## config.mk

```make
export PLATFORM = sky130hd
export DESIGN_NAME = cgra_config_receiver
export DESIGN_NICKNAME = d
export VERILOG_FILES = /design/src/rtl/cgra_cfg_pkg.sv /design/src/rtl/cfg_sync_fifo.sv /design/src/rtl/cgra_config_receiver.sv
export SDC_FILE = /design/constraint.sdc
export NUM_CORES = 1
export LEC_CHECK = 0
export CORE_MARGIN = 2
export CORE_UTILIZATION = 30
export DETAILED_ROUTE_END_ITERATION = 8
export HOLD_SLACK_MARGIN = 0.15
export PLACE_DENSITY = 0.49
export SYNTH_ARGS = -nofsm -noshare
export SYNTH_HDL_FRONTEND = slang
export SYNTH_SLANG_ARGS = --single-unit
```

## constraint.sdc

```tcl
create_clock -name clk_in -period 4.84 [get_ports clk_in]
set_clock_uncertainty 0.05 [all_clocks]
set_input_delay 1.452 -clock clk_in [delete_from_list [all_inputs] [get_ports clk_in]]
set_output_delay 1.452 -clock clk_in [all_outputs]
set_load 0.01 [all_outputs]
```

## src/rtl/cgra_cfg_pkg.sv

```systemverilog
`default_nettype none
// ============================================================================
//  Module   : cgra_cfg_pkg
//  Purpose  : Shared types and constants for the CGRA configuration receiver:
//             the buffered config word layout, the no-op address and the
//             receiver state encoding.
//  Revision : 1.0 - initial release
// ============================================================================
package cgra_cfg_pkg;

    // An all-zero address on the config stream carries no word.
    localparam logic [31:0] CFG_NOOP_ADDR = 32'h0000_0000;

    // One buffered config word. The reserved address byte is not stored.
    typedef struct packed {
        logic [7:0]  reg_id;
        logic [15:0] tile;
        logic [31:0] data;
    } cfg_word_t;

    // Receiver progress: nothing seen yet, stream active, stream finished.
    typedef enum logic [1:0] {
        IDLE = 2'd0,
        LOAD = 2'd1,
        DONE = 2'd2
    } cfg_state_t;

endpackage : cgra_cfg_pkg
`default_nettype wire

```

## src/rtl/cfg_sync_fifo.sv

```systemverilog
`default_nettype none
// ============================================================================
//  Module   : cfg_sync_fifo
//  Purpose  : Single-clock FIFO for config words. Exposes the head entry and
//             the entry behind it so the consumer can present the next word
//             on the same edge it retires the current one.
//  Revision : 1.0 - initial release
// ============================================================================
module cfg_sync_fifo #(
    parameter int WIDTH = 56,
    parameter int DEPTH = 4
) (
    input  logic             clk_in,
    input  logic             reset_in,
    input  logic             push_in,
    input  logic [WIDTH-1:0] push_data_in,
    input  logic             pop_in,
    output logic [WIDTH-1:0] head_data_out,
    output logic [WIDTH-1:0] next_data_out,
    output logic             full_out,
    output logic             empty_out,
    output logic             multi_out
);

    localparam int AW = $clog2(DEPTH);

    logic [WIDTH-1:0] mem_q [DEPTH];
    logic [AW:0]      wr_ptr_q;
    logic [AW:0]      wr_ptr_d;
    logic [AW:0]      rd_ptr_q;
    logic [AW:0]      rd_ptr_d;
    logic [AW:0]      w_level;
    logic [AW-1:0]    w_rd_idx;
    logic [AW-1:0]    w_next_idx;
    logic             w_full;
    logic             w_empty;
    logic             w_push;
    logic             w_pop;

    // Status flags, gated push/pop and pointer advance. The extra pointer bit
    // separates a full FIFO from an empty one when the indices coincide.
    always_comb begin
        w_level    = wr_ptr_q - rd_ptr_q;
        w_empty    = (wr_ptr_q == rd_ptr_q);
        w_full     = (wr_ptr_q[AW] != rd_ptr_q[AW]) &&
                     (wr_ptr_q[AW-1:0] == rd_ptr_q[AW-1:0]);
        w_pop      = pop_in && !w_empty;
        // A full FIFO still takes a word when an entry leaves on the same edge.
        w_push     = push_in && (!w_full || w_pop);
        w_rd_idx   = rd_ptr_q[AW-1:0];
        w_next_idx = w_rd_idx + AW'(1);
        wr_ptr_d   = wr_ptr_q;
        rd_ptr_d   = rd_ptr_q;
        if (w_push) begin
            wr_ptr_d = wr_ptr_q + (AW+1)'(1);
        end
        if (w_pop) begin
            rd_ptr_d = rd_ptr_q + (AW+1)'(1);
        end
        head_data_out = mem_q[w_rd_idx];
        next_data_out = mem_q[w_next_idx];
        full_out      = w_full;
        empty_out     = w_empty;
        multi_out     = (w_level > (AW+1)'(1));
    end

    // Storage array; contents are only meaningful between the pointers.
    always_ff @(posedge clk_in) begin
        if (w_push) begin
            mem_q[wr_ptr_q[AW-1:0]] <= push_data_in;
        end
    end

    // Pointer registers.
    always_ff @(posedge clk_in or negedge reset_in) begin
        if (!reset_in) begin
            wr_ptr_q <= '0;
            rd_ptr_q <= '0;
        end else begin
            wr_ptr_q <= wr_ptr_d;
            rd_ptr_q <= rd_ptr_d;
        end
    end

endmodule : cfg_sync_fifo
`default_nettype wire

```

## src/rtl/cgra_config_receiver.sv

```systemverilog
`default_nettype none
// ============================================================================
//  Module   : cgra_config_receiver
//  Purpose  : Accepts the chip config stream one word per clock, buffers it
//             and replays it onto the tile config bus with valid/ready.
//             Reports completion, a saturating word count and a sticky
//             overflow flag.
//  Revision : 1.0 - initial release
// ============================================================================
module cgra_config_receiver
    import cgra_cfg_pkg::*;
#(
    parameter int FIFO_DEPTH   = 4,
    parameter int IDLE_TIMEOUT = 8,
    parameter int CNT_W        = 16
) (
    input  logic             clk_in,
    input  logic             reset_in,
    input  logic [31:0]      config_addr_in,
    input  logic [31:0]      config_data_in,
    output logic [15:0]      cfg_tile_out,
    output logic [7:0]       cfg_reg_out,
    output logic [31:0]      cfg_data_out,
    output logic             cfg_valid_out,
    input  logic             cfg_ready_in,
    output logic             config_done_out,
    output logic [CNT_W-1:0] word_count_out,
    output logic             overflow_out
);

    localparam int              IW          = (IDLE_TIMEOUT < 2) ? 1 : $clog2(IDLE_TIMEOUT);
    localparam logic [IW-1:0]   C_IDLE_LAST = IW'(IDLE_TIMEOUT - 1);
    localparam logic [CNT_W-1:0] C_CNT_MAX  = {CNT_W{1'b1}};

    cfg_word_t        w_push_word;
    cfg_word_t        w_head_word;
    cfg_word_t        w_next_word;
    cfg_word_t        word_q;
    cfg_word_t        word_d;
    logic             valid_q;
    logic             valid_d;
    logic [CNT_W-1:0] word_count_q;
    logic [CNT_W-1:0] word_count_d;
    logic             overflow_q;
    logic             overflow_d;
    cfg_state_t       state_q;
    cfg_state_t       state_d;
    logic [IW-1:0]    idle_cnt_q;
    logic [IW-1:0]    idle_cnt_d;
    logic             done_q;
    logic             done_d;

    logic             w_addr_nz;
    logic             w_xfer;
    logic             w_push;
    logic             w_full;
    logic             w_empty;
    logic             w_multi;
    logic             w_idle;

    // Incoming word decode and push/drop decision. The presented word stays in
    // the FIFO until it is handed over, so a transfer frees a slot this edge.
    always_comb begin
        w_addr_nz          = (config_addr_in != CFG_NOOP_ADDR);
        w_xfer             = valid_q && cfg_ready_in;
        w_push             = w_addr_nz && (!w_full || w_xfer);
        w_push_word.reg_id = config_addr_in[31:24];
        w_push_word.tile   = config_addr_in[15:0];
        w_push_word.data   = config_data_in;
        w_idle             = !w_addr_nz && w_empty && !valid_q;
    end

    cfg_sync_fifo #(
        .WIDTH ($bits(cfg_word_t)),
        .DEPTH (FIFO_DEPTH)
    ) u_fifo (
        .clk_in        (clk_in),
        .reset_in      (reset_in),
        .push_in       (w_push),
        .push_data_in  (w_push_word),
        .pop_in        (w_xfer),
        .head_data_out (w_head_word),
        .next_data_out (w_next_word),
        .full_out      (w_full),
        .empty_out     (w_empty),
        .multi_out     (w_multi)
    );

    // Output register: mirrors the FIFO head one cycle late, and on a
    // transfer jumps straight to the following entry for back-to-back flow.
    always_comb begin
        valid_d = valid_q;
        word_d  = word_q;
        if (w_xfer) begin
            valid_d = w_multi;
            if (w_multi) begin
                word_d = w_next_word;
            end
        end else if (!valid_q && !w_empty) begin
            valid_d = 1'b1;
            word_d  = w_head_word;
        end
    end

    // Saturating accepted-word counter and sticky drop flag.
    always_comb begin
        word_count_d = word_count_q;
        overflow_d   = overflow_q;
        if (w_push && (word_count_q != C_CNT_MAX)) begin
            word_count_d = word_count_q + CNT_W'(1);
        end
        if (w_addr_nz && !w_push) begin
            overflow_d = 1'b1;
        end
    end

    // Completion FSM: next state, idle run length and registered done flag.
    always_comb begin
        state_d    = state_q;
        idle_cnt_d = '0;
        case (state_q)
            IDLE: begin
                if (w_addr_nz) begin
                    state_d = LOAD;
                end
            end
            LOAD: begin
                if (w_idle) begin
                    if (idle_cnt_q == C_IDLE_LAST) begin
                        state_d = DONE;
                    end else begin
                        idle_cnt_d = idle_cnt_q + IW'(1);
                    end
                end
            end
            DONE: begin
                if (w_addr_nz) begin
                    state_d = LOAD;
                end
            end
            default: begin
                state_d = IDLE;
            end
        endcase
        done_d = (state_d == DONE);
    end

    // State, counters and output register.
    always_ff @(posedge clk_in or negedge reset_in) begin
        if (!reset_in) begin
            word_q       <= '0;
            valid_q      <= 1'b0;
            word_count_q <= '0;
            overflow_q   <= 1'b0;
            state_q      <= IDLE;
            idle_cnt_q   <= '0;
            done_q       <= 1'b0;
        end else begin
            word_q       <= word_d;
            valid_q      <= valid_d;
            word_count_q <= word_count_d;
            overflow_q   <= overflow_d;
            state_q      <= state_d;
            idle_cnt_q   <= idle_cnt_d;
            done_q       <= done_d;
        end
    end

    always_comb begin
        cfg_tile_out    = word_q.tile;
        cfg_reg_out     = word_q.reg_id;
        cfg_data_out    = word_q.data;
        cfg_valid_out   = valid_q;
        config_done_out = done_q;
        word_count_out  = word_count_q;
        overflow_out    = overflow_q;
    end

endmodule : cgra_config_receiver
`default_nettype wire

```

Word level (Yosys, flattened, before mapping)
Memory sizes are Yosys's and may differ from the RTL's.
Index checks and enable logic that the tools add are counted.
W data, S select, Z words.
{ "classes": {"bitwise": 0, "n_shift": 0, "add_sub_neg": 6, "mul": 0, "n_reduce_logical": 22, "muxes": 14, "div_mod_pow": 0, "magnitude_cmp": 1, "n_eq_ne": 9} }
{ "op_table": {"columns": ["cell", "n"], "rows": [
  ["$mux W56", 3],
  ["$reduce_bool A32 Y1", 1],
  ["$add A16 B1 Y16 const B", 1],
  ["$ne A16 B16 Y1 const B", 1],
  ["$logic_and A1 B1 Y1", 10],
  ["$add A3 B1 Y3 const B", 3],
  ["$mux W3", 3],
  ["$mux W2", 3],
  ["$logic_not A1 Y1", 5],
  ["$eq A2 B2 Y1 const B", 2],
  ["$mux W1", 4],
  ["$pmux W2 S2", 1],
  ["$eq A3 B3 Y1", 1],
  ["$eq A3 B3 Y1 const B", 1],
  ["$gt A3 B1 Y1 const B", 1],
  ["$sub A3 B3 Y3", 1],
  ["$add A2 B1 Y2 const B", 1],
  ["$eq A2 B1 Y1 const B", 1],
  ["$eq A2 B2 Y1", 1],
  ["$logic_not A2 Y1", 1],
  ["$logic_or A1 B1 Y1", 2],
  ["$ne A2 B2 Y1 const B", 1],
  ["$reduce_and A2 Y1", 1],
  ["$reduce_bool A2 Y1", 1],
  ["2 further kinds", 2]
]} }
{ "totals": {"regBits": 86, "latch_bits": 0, "in_bits": 67, "word_cells": 64, "out_inout_bits": 75, "rom_bits": 0, "ramBits": 224, "memories": 1} }
{ "mem_list": {"columns": ["memory", "words", "word_bits", "rd", "rd_ports_with_merged_regs", "write_ports", "line", "text"], "rows": [
  ["u_fifo.mem_q", 4, 56, 2, 0, 1, "cfg_sync_fifo.sv:27", "logic [WIDTH-1:0] mem_q [DEPTH];"]
]} }

Depth between registers and ports, before layout
Gate-level depths: netlist of run 1.
{ "depth": {"word_depth": 8, "ltp_mapped": 11, "mapped_depth_nobuf": 7} }

Cells and area by module
Synthesis of run 1 repeated with hierarchy kept, for this count alone.
{ "hier_totals": {"cells_unflattened": 764, "area_unflattened_um2": 13675.6} }
{ "by_module_without_submodules": {"columns": ["module", "seq_area_each_um2", "cells_per_inst", "n_inst", "area_per_inst_um2"], "rows": [
  ["cfg_sync_fifo", 6876.6, 405, 1, 9937.0],
  ["cgra_config_receiver", 2001.9, 359, 1, 3738.6]
]} }

Least setup slack after synthesis of run 1
OpenSTA, ideal clock, no wires.
{ "synth_timing": {"path_type": "input-to-reg", "start": "input cfg_ready_in", "end": "memory u_fifo.mem_q[3][0], enable pin", "setup_time_ns": 0.473, "n_path_buf": 1, "required_ns": 4.317, "cell_stages": 5, "setup_slack_ns": -0.121, "arrival_time_ns": 4.439, "cell_sequence": "nand2_1 nand4_1 o21ai_0 buf_2 nor2_1"} }
{ "synth_via": {"elab_chain_len": 6, "elab_cells_between_ends": 8, "classes_between": "2 x mux; 6 x reduce/logical"} }
{ "synth_rtl": {"columns": ["element", "line", "text"], "rows": [
  ["start: declaration", "cgra_config_receiver.sv:25", "input logic cfg_ready_in,"],
  ["$logic_and A1 B1 Y1 (*)", "cgra_config_receiver.sv:65", "w_xfer = valid_q && cfg_ready_in;"],
  ["$logic_or A1 B1 Y1 / $logic_and A1 B1 Y1 (equally long branches)", "cgra_config_receiver.sv:66, cfg_sync_fifo.sv:47", null],
  ["$logic_and A1 B1 Y1 / $logic_or A1 B1 Y1 (equally long branches)", "cgra_config_receiver.sv:66, cfg_sync_fifo.sv:49", null],
  ["$logic_and A1 B1 Y1 (*)", "cfg_sync_fifo.sv:49", "w_push = push_in && (!w_full || w_pop);"],
  ["$mux W1 (*)", "cfg_sync_fifo.sv:69", "if (w_push) begin"],
  ["$mux W1 (not written as such) (*)", "cfg_sync_fifo.sv:70", "mem_q[wr_ptr_q[AW-1:0]] <= push_data_in;"],
  ["end: declaration", "cfg_sync_fifo.sv:27", null]
]} }
Every way passes the cells marked *; elsewhere a longest branch is shown, timed or not.

Worst setup path after layout of run 1
{ "layout_timing": {"start": "input config_addr_in[0]", "end": "memory u_fifo.mem_q[0][16], enable pin"} }
{ "layout_via": {"elab_chain_len": 5} }
{ "layout_rtl": {"columns": ["element", "line", "text"], "rows": [
  ["start: declaration", "cgra_config_receiver.sv:19", "input logic [31:0] config_addr_in,"],
  ["$reduce_bool A32 Y1", "cgra_config_receiver.sv:64", "w_addr_nz = (config_addr_in != CFG_NOOP_ADDR);"],
  ["$logic_and A1 B1 Y1", "cgra_config_receiver.sv:66", "w_push = w_addr_nz && (!w_full || w_xfer);"],
  ["$logic_and A1 B1 Y1", "cfg_sync_fifo.sv:49", null],
  ["$mux W1", "cfg_sync_fifo.sv:69", null],
  ["$mux W1 (not written as such)", "cfg_sync_fifo.sv:70", null]
]} }
No other way between the ends.

==> flow_metrics.tcl, run 1 <==
set metrics [dict create \
    outcome "finished, final reports clean" \
    fillers 4215 \
    grt_overflow 0 \
    vias 7597 \
    synth-edff-count 224 \
    fmax_mhz 273 \
    yosysSeqAreaShare 0.639 \
    grt_max_degree 84 \
    floorplan.die_area_um2 48100 \
    async_flop_share 0.277 \
    synth_ff_type "edfxtp_1" \
    hp-class "flop to flop" \
    setup.worst_path.class "input port to flop" \
    stdcell_count 1591 \
    cp_max_fo 16 \
    placed_cells 1526 \
    die_h_um 219 \
    ys_types 36 \
    first_global_vias 8146 \
    setup_viol 0 \
    globalplace.congestion 0.686 \
    track_usage 0.141 \
    cts_buffers 36 \
    wl_um 33300 \
    worst_ep_required_time_ps 5050 \
    synth-seq-cells 310 \
    avgSynthCellArea_um2 17.1 \
    grt_antenna_before_repair 2 \
    cts_tree "built" \
    start_util 0.305 \
    antenna_left 0 \
    cts_post_setup_buffers_inserted 0 \
    maxSlewViolCount 0 \
    maxCapViolCount 0 \
    nNetsFinal 1042 \
    worst_slew_pin_slew_ps 928 \
    finalHoldViolCount 0 \
    drive_gt1_frac 0.256 \
    area_growth_pct 24.4 \
    finalCritPeriodShare 0.756 \
    holdPathStages 1 \
    vdd_drop_max_uv 473 \
    cp-start-kind "input port" \
    synthCells 811 \
    maxSlewHeadroom 0.380 \
    cts_buffer_depth 3 \
    post-route-min-period_ps 3660 \
    routed_via_density 4.77 \
    post-dp-hpwl_um 20200 \
    syn-cell-area_um2 13900 \
    detail_route.wl_per_cell_um 20.9 \
    grt_first_pass_wirelength_um 50500 \
    cts_sinks 310 \
    p_leak_nw 6.34 \
    die_w_um 219 \
    cp.arrival_ps 3860 \
    cts_root_buf "clkbuf_16" \
    clk_latency_ps 510 \
    core_area_um2 45600 \
    synth.net_count 889 \
    setup-tns-final_ps 0 \
    first_pass_iters 4 \
    holdBufCountCts 0 \
    fp-row-count 78 \
    rsz0062_at_grt "no" \
    layout_commonest_cell "edfxtp_1" \
    htree_levels 2 \
    clk_pin_slew_ps 60 \
    drc_errors 0 \
    worstSetupEndpointType "flop" \
    ys.warnings.count 0 \
    io_buffers 141 \
    worstRegToRegCells 6 \
    cts_resized 0 \
    pin_count 142 \
    cellPowerDensity_nw_per_um2 768 \
    drt_first_iter_violations 432 \
    final_cell_mix "edfxtp_1 (224), nand2_1 (175), clkdlybuf4s50_1 (140)" \
]
[logic make-up after synthesis]
group                      share of synthesized area
xor gates and xnor gates                      0.0138
adders and majority gates                     0.0104
and+or+nand+nor                               0.0741
buffers and inverters                         0.0190
DFF                                            0.639
AOI/OAI and AO/OA                            0.00324
muxes                                          0.241
[metrics by stage]
| stage | power [W] | hold WS, ps | setup slack, ps | utilization | instance area, µm² |
|---|---|---|---|---|---|
| final | 0.0133 | 401 | 1180 | 0.380 | 17300 |
| after global routing | 0.0141 | 414 | 959 | 0.379 | 17300 |
| after floorplan | 0.00880 | 364 | 845 | - | 13900 |
| after detailed placement | 0.0107 | 394 | 519 | 0.353 | 16100 |
| after CTS | 0.0136 | 402 | 1050 | 0.379 | 17300 |
| after global placement | 0.0107 | 378 | 516 | 0.353 | 16100 |
[flip-flops by register name (all words and copies together) (netlist names)]
name	cells
cfg_valid_out	1
config_done_out	1
cfg_data_out	32
u_fifo.mem_q	224
state_q	2
u_fifo.wr_ptr_q	3
cfg_reg_out	8
word_count_out	16
cfg_tile_out	16
idle_cnt_q	3
overflow_out	1
u_fifo.rd_ptr_q	3
[critical path, cell delays in order]
cell and delay (ps):
clkdlybuf4s50_1 510, nor4_1 500, nand4_1 350, nor2_1 370, nor2b_1 130, and2_4 290, buf_4 240
[cells in the mapped netlist (3+ instances only)]
cell type / count / area [µm²]
edfxtp_1: 224 / 6730
nand2_1: 176 / 661
mux4_2: 112 / 2520
dfrtp_1: 86 / 2150
mux2_4: 40 / 601
buf_2: 19 / 95.1
mux2_2: 19 / 214
xor2_1: 15 / 131
clkbuf_1: 14 / 52.6
nor2_1: 11 / 41.3
nor3_1: 11 / 55.1
ha_1: 10 / 125
nand4_1: 9 / 56.3
and2_1: 8 / 50.1
nor4_1: 8 / 50.1
nand3_1: 7 / 35.0
buf_6: 6 / 67.6
inv_1: 6 / 22.5
buf_1: 5 / 18.8
xnor2_1: 5 / 43.8
and3_1: 3 / 18.8
[final timing paths]
path / start / to / slack (ps)
min in group asynchronous: reset_in / cfg_reg_out[4] / 1020
min: idle_cnt_q[0] / idle_cnt_q[0] / 400
min reg2reg: idle_cnt_q[0] / idle_cnt_q[0] / 400
max: config_addr_in[0] / u_fifo.mem_q[0][16] / 1180
max in group asynchronous: reset_in / cfg_data_out[11] / 2930
max reg2reg: u_fifo.rd_ptr_q[1] / u_fifo.mem_q[3][6] / 1800
[power breakdown]
part           leakage (nW)  internal (W)  switching [W]
clock network         0.579       0.00169        0.00104
registers              3.11       0.00410       0.000645
logic                  2.65       0.00322        0.00259
[metal layers]
layer / global-route usage / vias to the layer above / share of wire / wire (µm)
li1: - / 3447 / - / -
met5: 0 / - / 0.00039 / 13
met2: 0.242 / 135 / 0.51 / 16900
met3: 0.0248 / 45 / 0.037 / 1230
met1: 0.184 / 3968 / 0.44 / 14600
met4: 0.0340 / 2 / 0.017 / 578
[final cells by class]
| type | count | area, µm² | share of cell area |
|---|---|---|---|
| Inverter | 6 | 22.5 | 0.00130 |
| Sequential cell | 310 | 8890 | 0.514 |
| Clock buffer | 50 | 1020 | 0.0592 |
| Timing Repair Buffer | 160 | 1640 | 0.0948 |
| Tap cell | 600 | 751 | 0.0434 |
| Clock inverter | 14 | 169 | 0.00977 |
| Multi-Input combinational cell | 450 | 4800 | 0.278 |
| Antenna cell | 1 | 2.50 | 0.000145 |
Note: power is estimated with default switching activity, not from simulation.
==> run 2, diff against run 1 <==
clock period = 2.97 ns   (was 4.84 ns; I/O delays follow)
==> flow_metrics.tcl, run 2 (same netlist as run 1, synthesis figures left out) <==
set metrics [dict create \
    cts_buffer_depth 3 \
    drc_errors 0 \
    drive_gt1_frac 0.296 \
    finalHoldViolCount 0 \
    maxSlewViolCount 0 \
    cts_tree "built" \
    post-route-min-period_ps 2570 \
    pwr-share-comb 0.450 \
    fmax_mhz 389 \
    worstSetupEndpointType "flop" \
    switchingPower_w 0.00708 \
    cp-start-kind "flop" \
    drt_first_iter_violations 439 \
    vias 7774 \
    track_usage 0.140 \
    fillers 4176 \
    r2r-start "u_fifo.rd_ptr_q[0]" \
    regToRegSetupSlack_ps 400 \
    cts_sinks 310 \
    hp-class "input port to async pin" \
    placed_cell_area_um2 16600 \
    cpPeakStageDelay_ps 590 \
    die_h_um 219 \
    rsz0062_at_grt "no" \
    swShare 0.317 \
    first_pass_iters 4 \
    cellPowerDensity_nw_per_um2 1250 \
    outcome "finished, final reports clean" \
    seqPwrFrac 0.341 \
    power.share.clock 0.209 \
    setup.worst_path.class "flop to flop" \
    cts_resized 0 \
    holdBufCountCts 0 \
    pin_count 142 \
    cp_max_fo 21 \
    cts_buffers 36 \
    htree_levels 2 \
    io_buffers 141 \
    holdWs_ps 322 \
    cpMaxStageDelayCell "dfrtp_4" \
    setup_viol 0 \
    grt_max_degree 67 \
    globalplace.congestion 0.717 \
    maxCapViolCount 0 \
    post-dp-hpwl_um 21600 \
    floorplan.die_area_um2 48100 \
    routed_via_density 4.76 \
    vdd_drop_max_uv 577 \
    die_w_um 219 \
    grt_first_pass_wirelength_um 50600 \
    worstRegToRegCells 7 \
    pre_cts_ws_ps -122 \
    worst_slew_pin_slew_ps 612 \
    setup_ws_ps 397 \
    detail_route.wl_per_cell_um 20.4 \
    layout_commonest_cell "edfxtp_1" \
    maxSlewHeadroom 0.592 \
    finalCritPeriodShare 0.866 \
    cts_root_buf "clkbuf_16" \
    first_global_vias 8102 \
    fin_area_um2 17800 \
    rr_endpoint "cfg_data_out[21]" \
    nNetsFinal 1084 \
    core_area_um2 45600 \
    area_growth_pct 28.4 \
    largest_reg_flops 224 \
    grt_antenna_before_repair 2 \
    grt_overflow 0 \
    p_int_w 0.0153 \
    wl_um 33300 \
    start_util 0.305 \
    clk_latency_ps 520 \
    antenna_left 0 \
    final_cell_mix "edfxtp_1 (224), nand2_1 (175), clkdlybuf4s50_1 (140)" \
    crit_chain "ha_1, fa_1, xnor2_1, a21oi_1, nor2_4, buf_12, mux2_2" \
    setup-tns-final_ps 0 \
    worst_ep_required_time_ps 3320 \
    clk_pin_slew_ps 60 \
    cp.arrival_ps 2920 \
    fp-row-count 78 \
    cts_post_setup_buffers_inserted 0 \
    p_leak_nw 6.63 \
]
## run 2: how the worst max path moves through the flow
stage | start | to | slack, ps | cells past startpoint
2_1_floorplan | u_fifo.rd_ptr_q[1] | u_fifo.mem_q[3][0] | 20 | 8
3_3_place_gp | config_addr_in[0] | u_fifo.mem_q[2][49] | -180 | 9
3_5_place_dp | config_addr_in[0] | u_fifo.mem_q[2][43] | -120 | 9
4_1_cts | word_count_out[0] | word_count_out[0] | 360 | 1
5_1_grt | u_fifo.rd_ptr_q[0] | cfg_data_out[21] | 240 | 7
6_report | u_fifo.rd_ptr_q[0] | cfg_data_out[21] | 400 | 7
## run 2: cell type report
| cell class | instances | area (µm²) | share of cell area |
|---|---|---|---|
| antenna | 1 | 2.50 | 0.000140 |
| timing repair buffer | 202 | 2130 | 0.119 |
| multi-input combinational | 450 | 4800 | 0.269 |
| tap | 600 | 751 | 0.0421 |
| clock buffer | 44 | 992 | 0.0556 |
| clock inverter | 20 | 263 | 0.0147 |
| sequential | 310 | 8890 | 0.498 |
| inverter | 6 | 22.5 | 0.00126 |
## run 2: power by group through the flow
| stage | Combinational (W) | Clock [W] | Sequential, W |
|---|---|---|---|
| global route | 0.0109 | 0.00501 | 0.00782 |
| CTS | 0.0104 | 0.00483 | 0.00764 |
| global placement | 0.0103 | 0 | 0.00769 |
| finish | 0.0101 | 0.00468 | 0.00762 |
| floorplan | 0.00674 | 0 | 0.00758 |
| detailed placement | 0.0103 | 0 | 0.00771 |
## run 2: routing by layer
metal / vias up / global-route usage / wire (µm)
met5: - / 0 / 12
met4: 2 / 0.0347 / 622
met3: 46 / 0.0286 / 1520
met2: 151 / 0.235 / 16500
met1: 4042 / 0.187 / 14600
li1: 3533 / - / -
## run 2: worst max-delay path: cells and delay by family, from the launching register on
family / cells / cell delay [ps]
AOI/OAI and AO/OA: 1 / 130
xor gates and xnor gates: 1 / 200
adders and majority gates: 2 / 630
buffers and inverters: 1 / 250
DFF: 1 / 590
muxes: 1 / 350
and+or+nand+nor: 1 / 230
## run 2: stage by stage
| stage | std cells | power [W] | util |
|---|---|---|---|
| after global routing | 1633 | 0.0238 | 0.392 |
| after global placement | 1568 | 0.0179 | 0.364 |
| after detailed placement | 1568 | 0.0180 | 0.364 |
| after CTS | 1632 | 0.0228 | 0.391 |
| final | 1633 | 0.0224 | 0.392 |
| after floorplan | 811 | 0.0143 | - |
==> RTL edit, RTL diff (config.mk and constraints of run 2) <==
Change the parameter `CNT_W` from 16 to 18.
--- a/src/rtl/cgra_config_receiver.sv
+++ b/src/rtl/cgra_config_receiver.sv
@@ -12,7 +12,7 @@
 #(
     parameter int FIFO_DEPTH   = 4,
     parameter int IDLE_TIMEOUT = 8,
-    parameter int CNT_W        = 16
+    parameter int CNT_W        = 18
 ) (
     input  logic             clk_in,
     input  logic             reset_in,
Ports: changed (resized word_count_out); port bits go from 142 to 144. No check against the original RTL was run, so the function may have changed too.
==> RTL edit against run 2 <==
  * Synthesized area up 0.68%
  * Routed wire length down 2.0%
  * Sequential power about the same
  * Cell area up 0.65%
  * Sequential cell count up 2
  * Total power up 0.95%
  * Setup slack worse by 0.024 ns
  * Via count up 0.60%
==> RTL edit: results (changes against run 2) <==
first-pass GRT wire length=50280 um (-0.61%); Crit Path Max Fanout=18 (-14%); synth unique cells=38 (+5.6%); outcome=finished clean; largest net degree at the start of global routing=80 (+19%); Post-Syn Nets=901 (+1.3%); fraction of registers with async set or reset after synthesis=0.2821 (+0.004632); Buffers on Ports=143 (+1.4%); Synth area leaders=edfxtp_1 (48%), mux4_2 (18%), dfrtp_1 (16%), nand2_1 (4.8%), mux2_4 (4.3%); layout cells sized above 1=0.2918 (-0.003718); n_diodes=0 (-1); worst rel slew slack=0.5906 (-0.001485); Seq/Total Area, Yosys=0.6380 (-0.0007066); vias in the first global route=8305 (+2.5%); routability cong.=0.7298 (+1.8%); placed cell count=1591 (+1.5%); Static Leak=6.670 nW (+0.57%); DP Area=16700 um2 (+0.69%); GRT Util Overall=0.1394 (-0.001062); DR pass1 iterations=5 (+1); final WL=32660 um (-2.0%); DR iter-0 viols=425 (-3.2%); Filler cells=4296 (+2.9%); CP delay by family, top=buffers and inverters; clock latency on the worst-skew pair=0.55 ns (+0.03 ns)
-- RTL edit: cell types whose count changed after synthesis, sizes merged, moves of 2 or more --
| cell | change |
|---|---|
| nor4 | +5 |
| nand2 | +4 |
| nor3 | +4 |
| and2 | -3 |
| buf | +3 |
| xor2 | +3 |
| and4 | +2 |
| clkbuf | -2 |
| dfrtp | +2 |
| nand4 | -2 |
| nor2 | -2 |
| xnor2 | -2 |
-- RTL edit: worst paths after layout --
| path | startpoint | endpoint | slack [ns] | depth (start not counted) |
|---|---|---|---|---|
| max in group asynchronous | reset_in | cfg_data_out[11] | 1.96 | 2 |
| worst max-delay path | u_fifo.rd_ptr_q[1] | cfg_data_out[30] | 0.37 | 7 |
| worst min register to register | idle_cnt_q[0] | idle_cnt_q[0] | 0.39 | 1 |
| min in group clk_in | idle_cnt_q[0] | idle_cnt_q[0] | 0.39 | 1 |
| worst min-delay path | reset_in | cfg_reg_out[0] | 0.25 | 1 |
| worst max register to register | u_fifo.rd_ptr_q[1] | cfg_data_out[30] | 0.37 | 7 |
-- RTL edit: cell families after synthesis --
logic type	Yosys count	synth area share
XOR/XNOR	22	0.01431
AND/OR/NAND/NOR	246	0.07546
flip-flops	312	0.6380
multiplexers	172	0.2392
AO/OA/AOI/OAI	8	0.003756
adder cells (fa/ha/maj)	11	0.01037
buffers and inverters	52	0.01895
-- RTL edit: area by class of cell --
cell class                      instances  area [um2]  area share
Sequential cell                       312        8936      0.4976
Clock inverter                         21       242.7     0.01352
Multi-Input combinational cell        459        4835      0.2692
Tap cell                              607       759.5     0.04229
Timing Repair Buffer                  207        2147      0.1196
Clock buffer                           47        1016     0.05657
Inverter                                6       22.52    0.001254
-- RTL edit: metrics by stage --
stage,total power [W],hold WS (ns),setup WS [ns]
2_1_floorplan,0.01452,0.3650,0.01854
3_3_place_gp,0.01817,0.3785,-0.09386
3_5_place_dp,0.01830,0.3837,-0.1128
4_1_cts,0.02309,0.2247,0.3543
5_1_grt,0.02408,0.2495,0.2579
6_report,0.02258,0.2452,0.3736
-- RTL edit: routing by layer --
metal	vias up	routed length (um)	part of all wire	GRT usage
met5	-	0	0	0
met4	0	740	0.023	0.04765
met3	45	1475	0.045	0.02388
met2	182	16290	0.50	0.2344
met1	3999	14150	0.43	0.1822
li1	3595	-	-	-
-- RTL edit: report_power, final --
group / internal (W) / switching [W] / leakage [nW]
Combinational: 0.00577 / 0.00449 / 2.93
Clock: 0.00287 / 0.00181 / 0.616
Sequential: 0.00673 / 0.000914 / 3.12
Total: 0.0154 / 0.00721 / 6.67
